## src/rtl/prbs_pkg.sv

```systemverilog
// Shared constants, state type and helpers for the PRBS-15 (x^15 + x^14 + 1) byte checker.
package prbs_pkg;

    localparam int PRBS15_LEN = 15;
    localparam int TAP_A      = 14;
    localparam int TAP_B      = 13;
    localparam int BYTE_W     = 8;

    typedef enum logic {
        HUNT   = 1'b0,
        LOCKED = 1'b1
    } state_t;

    function automatic logic [3:0] popcount8(input logic [BYTE_W-1:0] v);
        logic [3:0] c;
        c = 4'd0;
        for (int i = 0; i < BYTE_W; i++) begin
            c = c + 4'(v[i]);
        end
        return c;
    endfunction

endpackage

```

## src/rtl/prbs15_step8.sv

```systemverilog
// Advances the PRBS-15 state by one byte, MSB first, and produces the predicted byte.
// sel_rx picks received bits (self-synchronising) or predicted bits (free-run) as the shift input.
module prbs15_step8
    import prbs_pkg::*;
(
    input  logic [PRBS15_LEN-1:0] r,
    input  logic [BYTE_W-1:0]     data,
    input  logic                  sel_rx,
    output logic [BYTE_W-1:0]     pred,
    output logic [PRBS15_LEN-1:0] r_next
);

    logic [PRBS15_LEN-1:0] s_work;
    logic                  b_work;

    // r[0] is the newest bit, so the feedback taps sit at the oldest end.
    always_comb begin
        s_work = r;
        b_work = 1'b0;
        pred   = '0;
        for (int i = BYTE_W - 1; i >= 0; i--) begin
            b_work  = s_work[TAP_A] ^ s_work[TAP_B];
            pred[i] = b_work;
            s_work  = {s_work[PRBS15_LEN-2:0], (sel_rx ? data[i] : b_work)};
        end
        r_next = s_work;
    end

endmodule

```

## config.mk

```make
export PLATFORM = sky130hd
export DESIGN_NAME = prbs15_step8
export DESIGN_NICKNAME = d
export VERILOG_FILES = /design/src/rtl/prbs_pkg.sv /design/src/rtl/prbs15_step8.sv
export SDC_FILE = /design/constraint.sdc
export NUM_CORES = 1
export LEC_CHECK = 0
export ABC_AREA = 1
export BUFFER_PORTS_ARGS = -buffer_cell sky130_fd_sc_hd__buf_2
export CAP_MARGIN = 40
export CORE_AREA = 2 2 39 41
export DETAILED_ROUTE_END_ITERATION = 8
export DIE_AREA = 0 0 41 43
export PLACE_DENSITY = 0.69
export SYNTH_ARGS = -nofsm -noshare
export SYNTH_HDL_FRONTEND = slang
export SYNTH_SLANG_ARGS = --single-unit
```

## constraint.sdc

```tcl
create_clock -name vclk -period 1.6
set_clock_uncertainty 0.2 [all_clocks]
set_input_delay 0.08 -clock vclk [all_inputs]
set_output_delay 0.08 -clock vclk [all_outputs]
set_load 0.005 [all_outputs]
```

---- Word level (Yosys, flattened, before mapping) ----
Cells that the tools add are included.
word-level totals
  input bits .............................. 24
  flip-flop bits (word level) ............. 0
  logic and storage cells ................. 16
operators by class
  bitwise operators ....................... 8
  mux-type cells .......................... 8
operator list
  cell         count
  $mux 1       8
  $xor 1x1->1  8

---- Depth between registers and ports, before layout ----
Gate-level depths: netlist of run 1.
  word-level depth ........................ 2
  mapped depth ............................ 4
  mapped depth without buffers ............ 4

---- Worst setup path before layout of run 1 ----
No wires, ideal clock.
  path type ............................... in2out
  from .................................... input r[7]
  to ...................................... output pred[0]
  path buffers ............................ 1
  required time ........................... 1.320 ns
  stages on the path ...................... 4
  path slack .............................. 0.897 ns
  data arrival time ....................... 0.423 ns
  cells stage by stage .................... inv_1 > nand2_1 > and2_1 > buf_4
on the way
  cells in the longest elaborated chain, start to end .. 1
ends and longest elaborated chain
  what         line                text
  from (decl)  prbs15_step8.sv:6   input logic [PRBS15_LEN-1:0] r,
  $xor 1x1->1  prbs15_step8.sv:22  b_work = s_work[TAP_A] ^ s_work[TAP_B];
  to (decl)    prbs15_step8.sv:9   output logic [BYTE_W-1:0] pred,
No other way between the ends.

---- Worst setup path in the final report of run 1 ----
  from .................................... input r[4]
  to ...................................... output r_next[12]
RTL lines
  what       line                text
  to (decl)  prbs15_step8.sv:10  output logic [PRBS15_LEN-1:0] r_next
No word-level cell between the ends.

==> results by group, run 1 <==
Run status
  • Status: finished clean

Timing
  • Fin. Hold Viols: 0
  • Tmin final: 0.911 ns
  • Final period util: 57.0%
  • Hold_ws: 0.159 ns
  • Max_slew headroom: 84.6%
  • Fmax: 1100 MHz
  • RSZ-0062 raised after global routing: false
  • Setup TNS: 0 ns
  • Final setup viols: 0
  • Max-slew violation count: 0
  • Final setup margin: 0.689 ns
  • Slew @ Worst Pin: 0.231 ns

Synth
  • Mean Syn Cell Area: 5.10 um2
  • Synthesized area: 342 um2
  • Top-count cell post-synth: nand2_1
  • Distinct cells, synth: 8
  • Post-synth top area share: 35.2%
  • Largest family of logic cells by synthesized area: simple AND/OR/NAND/NOR gates
  • Synth area leaders: nand2_1 (35%), buf_4 (18%), and2_1 (15%), inv_1 (9.9%), nand3_2 (8.8%)
  • Complex-gate fraction of the synthesized area: 0%
  • Syn_nets: 91
  • Syn Inst Count: 67
  • Post-Synth Adder-Cell Area: 0%
  • Post-synth top cells: nand2_1 (32), inv_1 (9), and2_1 (8), buf_4 (8), nand3_1 (5)
  • Xor/xnor share of the synthesized area: 0%
  • Largest area contributor in the netlist: nand2_1
  • Post-synthesis mux area share: 0%
  • Synth warn: 0
  • Register area share after synthesis: 0%
  • Simple-gate share of the synthesized area: 65.9%

Floorplanning
  • Num rows: 14
  • Core Box Area: 1380 um2
  • Initial Util: 24.7%
  • Full die area: 1760 um2
  • Die Y: 43 um
  • Die Width: 41 um
  • Num ports: 47

Drt
  • Highest routed layer: met3
  • WL final: 858 um
  • Residual DRC: 0
  • DR WL met2: 411 um
  • Final ANT Viol Nets: 0
  • Met3 wire length: 101 um
  • Number of DRC markers in iteration 0: 2
  • Drt first pass iters: 2
  • Vias per inst: 4.17
  • Vias after detailed routing: 480
  • Met1 WL: 345 um
  • Wirelength per Cell: 7.46 um

Critical path
  • Setup CP Type: input pin to output port
  • CP max FO: 1
  • Crit path max-delay family: buffers and inverters
  • Slowest cell on the critical path: dlygate4sd3_1
  • Worst Path Arrival: 0.63 ns
  • Critical Path RT: 1.32 ns
  • CP bufs+invs: 1
  • Critical Path Source Type: input pin
  • Crit path cell chain: dlygate4sd3_1
  • Largest stage delay, worst path: 0.55 ns
  • CP Launch Point: r[4]
  • Crit end category: output port

Clock network
  • Cts hold-fix bufs: 6
  • Resized Gates After CTS: 0
  • Setup repair bufs after CTS: 0

Pwr
  • Leakage power: 0.343 nW
  • Final Power: 0.136 mW
  • Power Density: 259 nW/um2
  • Max VDD drop: 86.6 uV

Global route
  • Remaining Overflow, GRT: 0
  • First-pass GRT wire length: 1.21 mm
  • Vias in the first global route: 352
  • Largest net degree at the start of global routing: 10
  • Initial antenna violation count: 0
  • Gr usage total: 9.09%

Finish
  • Layout cells sized above 1: 39.4%
  • Antenna Cells: 0
  • Clock buf count: 0
  • Nets@finish: 125
  • Final cell area excluding filler cells: 526 um2
  • Layout fillers: 159
  • Multi-input gate area: 225 um2
  • Seq. cell area: 0 um2
  • Seq cells: 0
  • Final core occ: 38.0%
  • Post-route insts no fill: 115
  • Layout area overhead: 53.8%

Placement
  • Area after DPL: 465 um2
  • Routability cong.: 0.694
  • Worst slack, placed: 0.676 ns
  • Placed insts: 109
  • Count of input and output buffers: 35
  • Post-DP HPWL: 736 um

Flow run
  • Max cap viols: 0

Hold path
  • Hold Path Class: input pin to output port
  • Hold_sp: r[6]
worst paths after layout:
check	endpoint	slack, ns	cells after the start
max	r_next[12]	0.69	1
min	r_next[14]	0.16	2
cell families after synthesis:
logic type,count (synthesis)
buffers and inverters,19
and+or+nand+nor,48
cell usage in the layout (no fill, tap or decap):
master          n
inv_8           1
inv_1           9
buf_2          35
dlygate4sd3_1   6
and2_1          8
nand2_1        32
nand3_2         3
nand3_1         5
cell type report:
class | instances | area share, %
inverters | 10 | 8.57
multi-input cells | 48 | 42.9
well taps | 16 | 3.81
repair buffers | 41 | 44.8
layer usage:
layer | track usage (%) | vias to the layer above
met3 | 0 | 0
met1 | 11.4 | 192
met2 | 17.2 | 29
met5 | 0 | -
li1 | - | 259
met4 | 0 | 0
power breakdown:
part | internal (mW) | leakage (nW) | total [mW] | switching [mW]
registers | 0 | 0 | 0 | 0
clock network | 0 | 0 | 0 | 0
logic | 0.0723 | 0.343 | 0.136 | 0.0637
total | 0.0723 | 0.343 | 0.136 | 0.0637
Note: power is estimated with default switching activity, not from simulation.
==> inputs of run 2 (changes only) <==
Clock period 1.6 ns to 0.95 ns, I/O delays scaled along.
==> run 2 against run 1 <==
Combinational power increased by 74%. Core utilization increased by 1.1 points. Die area unchanged. Critical path type unchanged. Critical endpoint unchanged.
==> results by group, run 2 (synthesized netlist as in run 1, its figures left out) <==
Drt
  • Final ANT Viol Nets: 0 (unchanged)
  • Residual DRC: 0 (unchanged)
  • Drt first pass iters: 4 (+2)
  • WL final: 880 um (+2.6%)
  • Number of DRC markers in iteration 0: 7 (+5)
  • Wirelength per Cell: 7.52 um (+0.81%)
  • Vias per inst: 4.23 (+1.4%)
  • Vias after detailed routing: 495 (+3.1%)

Placement
  • Count of input and output buffers: 35 (unchanged)
  • Area after DPL: 480 um2 (+3.2%)
  • Placed insts: 111 (+1.8%)
  • Post-DP HPWL: 789 um (+7.2%)
  • Routability cong.: 0.741 (+6.8%)

Finish
  • Layout fillers: 170 (+6.9%)
  • Post-route insts no fill: 117 (+1.7%)
  • Final cell area excluding filler cells: 541 um2 (+2.9%)
  • Commonest non-fill, non-tap cells in the layout: buf_2 (35), nand2_1 (32), inv_1 (9), and2_1 (8), dlygate4sd3_1 (6)
  • Nets@finish: 127 (+1.6%)
  • Multi-input gate area: 225 um2 (unchanged)
  • Clock buf count: 0 (unchanged)
  • Seq. cell area: 0 um2 (unchanged)
  • Layout cells sized above 1: 40.6% (+1.2 points)
  • Antenna Cells: 0 (unchanged)
  • Commonest non-fill, non-tap cell in the layout: buf_2
  • Seq cells: 0 (unchanged)
  • Layout area overhead: 58.2%

Floorplanning
  • Num ports: 47 (unchanged)
  • Die Width: 41 um (unchanged)
  • Full die area: 1760 um2 (unchanged)
  • Core Box Area: 1380 um2 (unchanged)
  • Die Y: 43 um (unchanged)
  • Initial Util: 24.7% (unchanged)
  • Num rows: 14 (unchanged)

Critical path
  • CP bufs+invs: 1 (unchanged)
  • Critical Path RT: 0.70 ns (-0.62 ns)
  • Worst Path Arrival: 0.60 ns (-0.03 ns)
  • CP max FO: 1 (unchanged)
  • Crit end category: output port
  • Critical Path Source Type: input pin
  • Largest stage delay, worst path: 0.55 ns (about the same)
  • Setup CP Type: input pin to output port
  • Slowest cell on the critical path: dlygate4sd3_1
  • Crit path cell chain: dlygate4sd3_1
  • Crit path max-delay family: buffers and inverters

Pwr
  • Final Power: 0.236 mW (+74%)
  • Leakage power: 0.353 nW (+2.8%)
  • Power Density: 437 nW/um2 (+69%)
  • Max VDD drop: 152 uV (+75%)

Timing
  • Max_slew headroom: 88.8% (+4.3 points)
  • Tmin final: 0.846 ns
  • Final period util: 89.1%
  • Slew @ Worst Pin: 0.168 ns (-0.0639 ns)
  • Setup TNS: 0 ns (unchanged)
  • Final setup viols: 0 (unchanged)
  • Max-slew violation count: 0 (unchanged)
  • RSZ-0062 raised after global routing: false
  • Fmax: 1180 MHz
  • Fin. Hold Viols: 0 (unchanged)

Global route
  • Remaining Overflow, GRT: 0 (unchanged)
  • First-pass GRT wire length: 1.26 mm (+4.0%)
  • Largest net degree at the start of global routing: 9 (-1)
  • Gr usage total: 9.39% (+0.30 points)
  • Vias in the first global route: 370 (+5.1%)
  • Initial antenna violation count: 0 (unchanged)

Clock network
  • Resized Gates After CTS: 0 (unchanged)
  • Setup repair bufs after CTS: 0 (unchanged)

Flow run
  • Max cap viols: 0 (unchanged)

Run status
  • Status: finished clean

Hold path
  • Hold Path Class: input pin to output port
## run 2: changes by cell type in the layout (fill, tap and decap cells not counted), sizes merged
cell	before	now
buf	35	37
## run 2: where the power goes
group | switching (mW) | internal, mW | leakage [nW]
Combinational | 0.109 | 0.127 | 0.353
Clock | 0 | 0 | 0
Sequential | 0 | 0 | 0
## run 2: layer usage
| layer | routed length (um) | vias to the layer above | GRT usage (%) | part of all wire [%] |
|---|---|---|---|---|
| li1 | - | 262 | - | - |
| met4 | 0 | 0 | 0 | 0 |
| met3 | 106 | 0 | 0 | 12 |
| met1 | 344 | 202 | 10.4 | 39 |
| met2 | 428 | 31 | 19.1 | 49 |
| met5 | 0 | - | 0 | 0 |
## run 2: through the flow
| stage | hold slack [ns] | utilization (%) | setup slack (ns) |
|---|---|---|---|
| after floorplan | -0.0242 | - | 0.312 |
| after global placement | -0.105 | 34.7 | 0.126 |
| after detailed placement | -0.105 | 34.7 | 0.116 |
| after CTS | 0.0993 | 39.1 | 0.101 |
| after global routing | 0.119 | 39.1 | 0.0600 |
| final | 0.0963 | 39.1 | 0.104 |
## run 2: worst paths after layout
path | startpoint | to | slack (ns) | depth (start not counted)
max | r[4] | r_next[12] | 0.10 | 1
min | r[6] | r_next[14] | 0.1 | 2
## run 2: what timing repair did
action,CTS,global route
hold buffers,6,0
hold endpoints to repair,6,0
setup endpoints to repair,0,0
## run 2: cell type report
cell class	count	area share (%)
repair buffers	43	46.3
well taps	16	3.70
multi-input cells	48	41.7
inverters	10	8.33
